<file path="src/rtl/double_ram_pkg.sv">
// double_ram_pkg -- shared types and helpers for the double_ram_clr RAM.
//   state_e  : clear-engine FSM state (ST_CLEAR sweeps, ST_RUN serves ports)
//   depth_of : number of words addressed by an addr_w-bit address
package double_ram_pkg;

  typedef enum logic [0:0] {
    ST_CLEAR = 1'b0,
    ST_RUN   = 1'b1
  } state_e;

  function automatic int unsigned depth_of(input int unsigned addr_w);
    return 32'd1 << addr_w;
  endfunction

endpackage

</file>
<file path="src/rtl/double_ram_core.sv">
// double_ram_core -- storage array with one write port and one registered
// read port on a single clock.
//   clk, rst_n : clock, async active-low reset (clears only the read register)
//   we/waddr/wdata : write port, word written at the rising edge
//   re/raddr       : read port; rdata loads when re=1, otherwise holds
//   rdata          : registered read data
// Macro DOUBLE_RAM_BYPASS_EN: defined -> write-first on a same-address
// read/write collision; undefined -> read-first (old word returned).
module double_ram_core
  import double_ram_pkg::*;
#(
  parameter int unsigned DATA_W = 4,
  parameter int unsigned ADDR_W = 3
) (
  input  logic              clk,
  input  logic              rst_n,
  input  logic              we,
  input  logic [ADDR_W-1:0] waddr,
  input  logic [DATA_W-1:0] wdata,
  input  logic              re,
  input  logic [ADDR_W-1:0] raddr,
  output logic [DATA_W-1:0] rdata
);

  localparam int unsigned DEPTH = depth_of(ADDR_W);

  // Storage is never reset; the clear sweep in the top level initialises it.
  logic [DATA_W-1:0] mem [DEPTH];
  logic [DATA_W-1:0] rd_word;
  logic [DATA_W-1:0] q_d, q_q;

  always_ff @(posedge clk) begin
    if (we) mem[waddr] <= wdata;
  end

  always_comb begin
`ifdef DOUBLE_RAM_BYPASS_EN
    // Forward the incoming write word when it targets the address being read.
    rd_word = (we && (waddr == raddr)) ? wdata : mem[raddr];
`else
    rd_word = mem[raddr];
`endif
    q_d = re ? rd_word : q_q;
  end

  always_ff @(posedge clk or negedge rst_n) begin
    if (!rst_n) q_q <= '0;
    else        q_q <= q_d;
  end

  assign rdata = q_q;

endmodule

</file>
<file path="src/rtl/double_ram_clr.sv">
// double_ram_clr -- parametrised simple dual-port RAM with a clear engine.
//   clock, rst_n            : single clock, async active-low reset
//   data/wraddress/wren     : write port
//   rdaddress/rden          : read port, 1-cycle latency
//   clr                     : one-cycle request to re-run the clear sweep
//   q, q_valid              : registered read data and its update flag
//   busy                    : sweep in progress, port accesses ignored
//   state_dbg               : current FSM state (0 = ST_CLEAR, 1 = ST_RUN)
// Macro DOUBLE_RAM_BYPASS_EN selects write-first collision behaviour in
// double_ram_core; read-first when undefined.
// Handshake: no back-pressure. A write or read is accepted at a rising edge
// exactly when busy=0, clr=0 and wren/rden=1; q_valid=1 marks the cycle after
// an accepted read.
module double_ram_clr
  import double_ram_pkg::*;
#(
  parameter int unsigned        DATA_W   = 4,
  parameter int unsigned        ADDR_W   = 3,
  parameter logic [DATA_W-1:0]  INIT_VAL = '0
) (
  input  logic              clock,
  input  logic              rst_n,
  input  logic [DATA_W-1:0] data,
  input  logic [ADDR_W-1:0] wraddress,
  input  logic              wren,
  input  logic [ADDR_W-1:0] rdaddress,
  input  logic              rden,
  input  logic              clr,
  output logic [DATA_W-1:0] q,
  output logic              q_valid,
  output logic              busy,
  output logic              state_dbg
);

  localparam int unsigned       DEPTH     = depth_of(ADDR_W);
  localparam logic [ADDR_W-1:0] LAST_ADDR = ADDR_W'(DEPTH - 1);

  state_e            state_d, state_q;
  logic [ADDR_W-1:0] cnt_d, cnt_q;
  logic              busy_d, busy_q;
  logic              q_valid_d, q_valid_q;

  logic              core_we;
  logic [ADDR_W-1:0] core_waddr;
  logic [DATA_W-1:0] core_wdata;
  logic              core_re;

  always_comb begin
    state_d    = state_q;
    cnt_d      = cnt_q;
    core_we    = 1'b0;
    core_waddr = wraddress;
    core_wdata = data;
    core_re    = 1'b0;
    case (state_q)
      ST_CLEAR: begin
        core_we    = 1'b1;
        core_waddr = cnt_q;
        core_wdata = INIT_VAL;
        cnt_d      = cnt_q + 1'b1;   // wraps to 0 after LAST_ADDR
        if (cnt_q == LAST_ADDR) state_d = ST_RUN;
      end
      ST_RUN: begin
        if (clr) begin
          // clr takes priority; any same-cycle access is dropped.
          state_d = ST_CLEAR;
          cnt_d   = '0;
        end else begin
          core_we = wren;
          core_re = rden;
        end
      end
      default: begin
        state_d = ST_CLEAR;
        cnt_d   = '0;
      end
    endcase
    // busy is taken from the next state so it is a plain flop output.
    busy_d    = (state_d == ST_CLEAR);
    q_valid_d = core_re;
  end

  always_ff @(posedge clock or negedge rst_n) begin
    if (!rst_n) begin
      state_q   <= ST_CLEAR;
      cnt_q     <= '0;
      busy_q    <= 1'b1;
      q_valid_q <= 1'b0;
    end else begin
      state_q   <= state_d;
      cnt_q     <= cnt_d;
      busy_q    <= busy_d;
      q_valid_q <= q_valid_d;
    end
  end

  double_ram_core #(
    .DATA_W (DATA_W),
    .ADDR_W (ADDR_W)
  ) u_core (
    .clk   (clock),
    .rst_n (rst_n),
    .we    (core_we),
    .waddr (core_waddr),
    .wdata (core_wdata),
    .re    (core_re),
    .raddr (rdaddress),
    .rdata (q)
  );

  assign q_valid   = q_valid_q;
  assign busy      = busy_q;
  assign state_dbg = state_q;

endmodule

</file>
<file path="config.mk">
export PLATFORM = sky130hd
export DESIGN_NAME = double_ram_clr
export DESIGN_NICKNAME = d
export VERILOG_FILES = /design/src/rtl/double_ram_pkg.sv /design/src/rtl/double_ram_core.sv /design/src/rtl/double_ram_clr.sv
export SDC_FILE = /design/constraint.sdc
export NUM_CORES = 1
export LEC_CHECK = 0
export ABC_CLOCK_PERIOD_IN_PS = 4400
export BUFFER_PORTS_ARGS = -buffer_cell sky130_fd_sc_hd__buf_2
export CELL_PAD_IN_SITES_DETAIL_PLACEMENT = 0
export CELL_PAD_IN_SITES_GLOBAL_PLACEMENT = 1
export CORE_ASPECT_RATIO = 1.4
export CORE_MARGIN = 1.5
export CORE_UTILIZATION = 45
export DETAILED_ROUTE_END_ITERATION = 8
export GPL_ROUTABILITY_DRIVEN = 0
export GPL_TIMING_DRIVEN = 0
export PLACE_DENSITY = 0.8
export SLEW_MARGIN = 25
export SYNTH_ARGS = -nofsm -noshare
export SYNTH_HDL_FRONTEND = slang
export SYNTH_SLANG_ARGS = --single-unit
export TNS_END_PERCENT = 1
</file>
<file path="constraint.sdc">
create_clock -name clock -period 4.4 [get_ports clock]
set_input_delay 0.88 -clock clock [delete_from_list [all_inputs] [get_ports clock]]
set_output_delay 0.88 -clock clock [all_outputs]
set_load 0.01 [all_outputs]
</file>
Yosys cells after proc, flatten, opt, wreduce, memory -nomap -nowiden
Memory sizes are Yosys's and may differ from the RTL's. A register that Yosys moved wholly into a read port is not among the register bits.
Cells that the tools add are included.
{"block": "word_totals", "reg_bits": 6, "ram_bits": 32, "input_bits": 15, "output_inout_bits": 7, "elab_cells": 24, "n_memories": 1}
{"block": "op_classes", "n_addsub": 1, "n_eq_ne": 2, "n_mux": 13, "bitwise": 2, "n_reduce_logical": 1}
{"memory": "u_core.mem", "words": 8, "width": 4, "rd": 1, "rd_clocked_by_memory_dff": 1, "wr": 1, "line": "double_ram_core.sv:28", "source": "logic [DATA_W-1:0] mem [DEPTH];"}
{"operator": "$mux W1", "n": 7}
{"operator": "$mux W3", "n": 2}
{"operator": "$pmux W3 S2", "n": 1}
{"operator": "$mux W4", "n": 1}
{"operator": "$pmux W1 S2", "n": 2}
{"operator": "$add A3 B1 Y3 const B", "n": 1}
{"operator": "$eq A3 B3 Y1 const B", "n": 1}
{"operator": "$ne A2 B2 Y1 const B", "n": 1}
{"operator": "$not A1 Y1", "n": 2}
{"operator": "$logic_not A1 Y1", "n": 1}

Logic depth before layout (Yosys ltp)
{"block": "logic_depth", "word_depth": 4, "mapped_depth": 5, "ltp_nobuf": 4}

By module
From an unflattened synthesis, not the netlist that was laid out.
{"block": "unflattened", "hier_cells": 116, "area_unflattened_um2": 1799.2}
{"mod": "double_ram_core", "n_inst": 1, "cells_per_inst": 87, "area_each_um2": 1456.4, "seq_area_each_um2": 1061.0}
{"mod": "double_ram_clr", "n_inst": 1, "cells_per_inst": 29, "area_each_um2": 342.8, "seq_area_each_um2": 151.4}

Worst setup path after synthesis
OpenSTA, ideal clock, no wires.
{"block": "synth_timing", "kind": "input to register", "from": "in rdaddress[0]", "to": "reg u_core.q_q[0] (netlist: u_core.rdata[0]) (read register of u_core.mem)", "setup_ps": 79, "arrival_time_ps": 1804, "required_time_ps": 4321, "slack_ps": 2517, "path_stages": 5, "n_path_buf": 2, "path_cell_list": "buf_6 > buf_12 > mux2i_1 > mux4_2 > o21ai_1"}
{"element": "from (decl)", "line": "double_ram_clr.sv:26", "source": "input logic [ADDR_W-1:0] rdaddress,"}
{"element": "to (decl)", "line": "double_ram_core.sv:30", "source": "logic [DATA_W-1:0] q_d, q_q;"}

Worst setup path after layout
{"block": "layout_timing", "from": "reg state_q (netlist: state_dbg)", "to": "mem u_core.mem[4][0] (enable)"}
{"block": "layout_via", "elab_chain_cells": 4}
{"element": "from (decl)", "line": "double_ram_clr.sv:38", "source": "state_e state_d, state_q;"}
{"element": "from (signal assigned)", "line": "double_ram_clr.sv:90", "source": "state_q <= state_d;"}
{"element": "$not A1 Y1"}
{"element": "$pmux W1 S2", "line": "double_ram_clr.sv:55", "source": "case (state_q)"}
{"element": "$mux W1", "line": "double_ram_core.sv:33", "source": "if (we) mem[waddr] <= wdata;"}
{"element": "$mux W1 (not written as such)", "line": "double_ram_core.sv:33"}
{"element": "to (decl)", "line": "double_ram_core.sv:28"}
Parallel ways exist; a longest one is shown, timed or not.

==> key figures <==
Outcome
  • Status: finished clean

Floorplanning
  • Die ar.: 4320 sq um
  • Initial Utilization: 47.6%
  • Core footprint: 3710 sq um
  • Die height: 77.1 um
  • Num rows: 26
  • I/O pin total: 22
  • Chip width: 56.0 um

Setup path
  • WS Path Type: reg -> reg
  • CP Cell Sequence: clkbuf_1 -> clkbuf_1 -> a32oi_1 -> nor2_1
  • Critical Path AT: 1.82 ns
  • Startpoint Class: flip-flop
  • WP data required: 4.36 ns
  • CP peak stage delay: 0.36 ns
  • CP max stage cell: clkbuf_1
  • Crit Path Max Fanout: 10
  • CP Capture Type: flip-flop
  • Cell mode on critical path: clkbuf_1

Synth
  • Synth unique cells: 24
  • Post-synthesis register bit count: 42
  • Syn Inst Count: 114
  • Synth Cell Area: 1770 sq um
  • Synth Area per Inst: 15.5 sq um
  • Register area share after synthesis: 68.6%
  • Yosys warns: 0
  • Mapped Nets: 131

Route
  • DRT Wirelength: 2970 um
  • DRC viols: 0
  • DRC marker count from the first detailed-route iteration: 21
  • Drt first pass iters: 4
  • Vias post-DR: 1008
  • ANT nets after route: 0
  • Via-to-Cell Ratio: 5.48
  • DR WL/cell: 16.1 um

CTS
  • CTS buffer count: 5
  • Clk root buf: clkbuf_8
  • Clk sinks: 42
  • H-tree levels: 2
  • CTS tree: done
  • Hold Buf Count CTS: 0
  • Worst-path clk slew: 0.08 ns
  • Deepest clock path buffer count: 2
  • Worst-skew pair later-pin latency: 0.29 ns
  • Setup Buffers After CTS: 0
  • Post-CTS Resized: 0

Power and ir drop
  • Worst vdd ir: 0.000379 V
  • Power per cell area: 653 nW/um^2
  • Leakage: 0.834 nW
  • Pwr Total: 1.33 mW

GRT
  • Global-route usage over all layers: 15.9%
  • Global-route wire length before repair: 4970 um
  • Initial antenna violation count: 0
  • Largest net degree at the start of global routing: 14
  • Global route total overflow: 0
  • Number of global-route vias before repair: 1031

STA
  • RSZ-0062 raised after global routing: false
  • Final min period: 1.86 ns
  • Setup Skew: 0.00603 ns
  • Worst slew pin tran: 0.426 ns
  • Final Cycle Share: 42.4%
  • Setup TNS: 0 ns
  • Final setup viols: 0
  • F_max: 536 MHz
  • Relative slew slack: 71.4%
  • Final Hold Viols: 0
  • Hold slack final: 0.438 ns
  • Max-slew violation count: 0

Placed design
  • Placed Cells: 176
  • Post-DP Area: 1920 sq um
  • I/O Buffers: 20
  • Post-DP HPWL: 2240 um

Cells and area
  • Area Growth Syn to Fin: 14.9%
  • ANT cells: 0
  • Commonest non-fill, non-tap cells in the layout: edfxtp_1 (32), buf_2 (20), mux2i_1 (16)
  • Layout Cells excl Fill: 184
  • # fillers: 319
  • Share of layout cells above drive strength 1: 23.9%
  • Nets@finish: 158
  • Final instance area: 2030 sq um
  • Most common cell after layout, fill and taps aside: edfxtp_1

Job
  • Max cap viols: 0

Min path
  • Worst min-delay path category: in -> async
-- metal layers --
layer	part of all wire [%]	up-vias	GRT usage (%)
met5	0	-	0
met4	2.5	0	7.86
met3	7.0	12	4.72
met2	57	47	29.5
met1	33	473	15.7
li1	-	476	-
-- where the power goes --
part           switching, mW  total [mW]  internal (mW)  leakage [nW]
Combinational          0.237       0.374          0.137         0.357
Sequential            0.0470       0.656          0.609         0.426
Clock                  0.127       0.296          0.169        0.0514
-- final cells by class --
| class | count | area, sq um | share of cell area [%] |
|---|---|---|---|
| Sequential cell | 42 | 1210 | 59.7 |
| Multi-Input combinational cell | 62 | 493 | 24.3 |
| Timing Repair Buffer | 20 | 100 | 4.93 |
| Clock buffer | 6 | 72.6 | 3.58 |
| Tap cell | 42 | 52.6 | 2.59 |
| Buffer | 4 | 38.8 | 1.91 |
| Clock inverter | 2 | 37.5 | 1.85 |
| Inverter | 6 | 22.5 | 1.11 |
-- synth_stat cells --
| library cell | number | area, sq um |
|---|---|---|
| nand2_1 | 7 | 26.3 |
| dfrtp_1 | 9 | 225 |
| buf_6 | 1 | 11.3 |
| clkbuf_1 | 2 | 7.51 |
| o21ai_1 | 4 | 20.0 |
| nor2_1 | 11 | 41.3 |
| and4b_1 | 1 | 10.0 |
| mux4_2 | 4 | 90.1 |
| nor2b_1 | 2 | 12.5 |
| buf_12 | 1 | 20.0 |
| inv_1 | 6 | 22.5 |
| a32oi_1 | 2 | 17.5 |
| a21o_1 | 1 | 7.51 |
| a31oi_1 | 1 | 6.26 |
| edfxtp_1 | 32 | 961 |
| nand3b_1 | 1 | 7.51 |
| a21oi_1 | 2 | 10.0 |
| a22oi_1 | 1 | 7.51 |
| a2bb2oi_1 | 1 | 8.76 |
| dfstp_2 | 1 | 26.3 |
| ha_1 | 2 | 25.0 |
| mux2i_1 | 16 | 160 |
| o2bb2ai_1 | 2 | 17.5 |
| and2_1 | 4 | 25.0 |
-- state kept, by name (all words and copies together), names as in the netlist --
name / cells
q_valid: 1
cnt_q: 3
state_dbg: 1
busy: 1
u_core.mem: 32
u_core.rdata: 4
-- logic make-up (layout without fill, tap and decap cells) --
kind of cell | count (synthesis) | after routing | synth area share, %
mux | 20 | 20 | 14.2
compound gates | 14 | 14 | 5.38
fa+ha+maj | 2 | 2 | 1.42
simple gates | 26 | 26 | 6.94
flops | 42 | 42 | 68.6
buf+inv | 10 | 38 | 3.47
-- per-stage QoR --
stage	utilization (%)	setup slack (ns)
floorplan	-	2.52
global placement	51.8	2.34
detailed placement	51.8	2.27
CTS	54.7	2.55
global route	54.7	2.38
finish	54.7	2.54
-- final timing paths --
kind / start / slack [ns] / endpoint / depth (start not counted)
max reg2reg: state_dbg$_DFF_PN0_ / 2.54 / u_core.mem[4][0]$_DFFE_PP_ / 4
min: rst_n / 0.44 / q_valid$_DFF_PN0_ / 1
max in group asynchronous: rst_n / 3.69 / busy$_DFF_PN1_ / 1
max: state_dbg$_DFF_PN0_ / 2.54 / u_core.mem[4][0]$_DFFE_PP_ / 4
min reg2reg: u_core.rdata[0]$_DFFE_PN0P_ / 0.48 / u_core.rdata[0]$_DFFE_PN0P_ / 2
min in group clock: u_core.rdata[0]$_DFFE_PN0P_ / 0.48 / u_core.rdata[0]$_DFFE_PN0P_ / 2
-- worst max-delay path: cells and delay by family (launching register included) --
kind                   cells  cell delay [ns]
buffers and inverters      2             0.63
AND/OR/NAND/NOR            1             0.36
flip-flops                 1             0.34
AO/OA/AOI/OAI              1             0.20
Note: power is estimated with default switching activity, not from simulation.
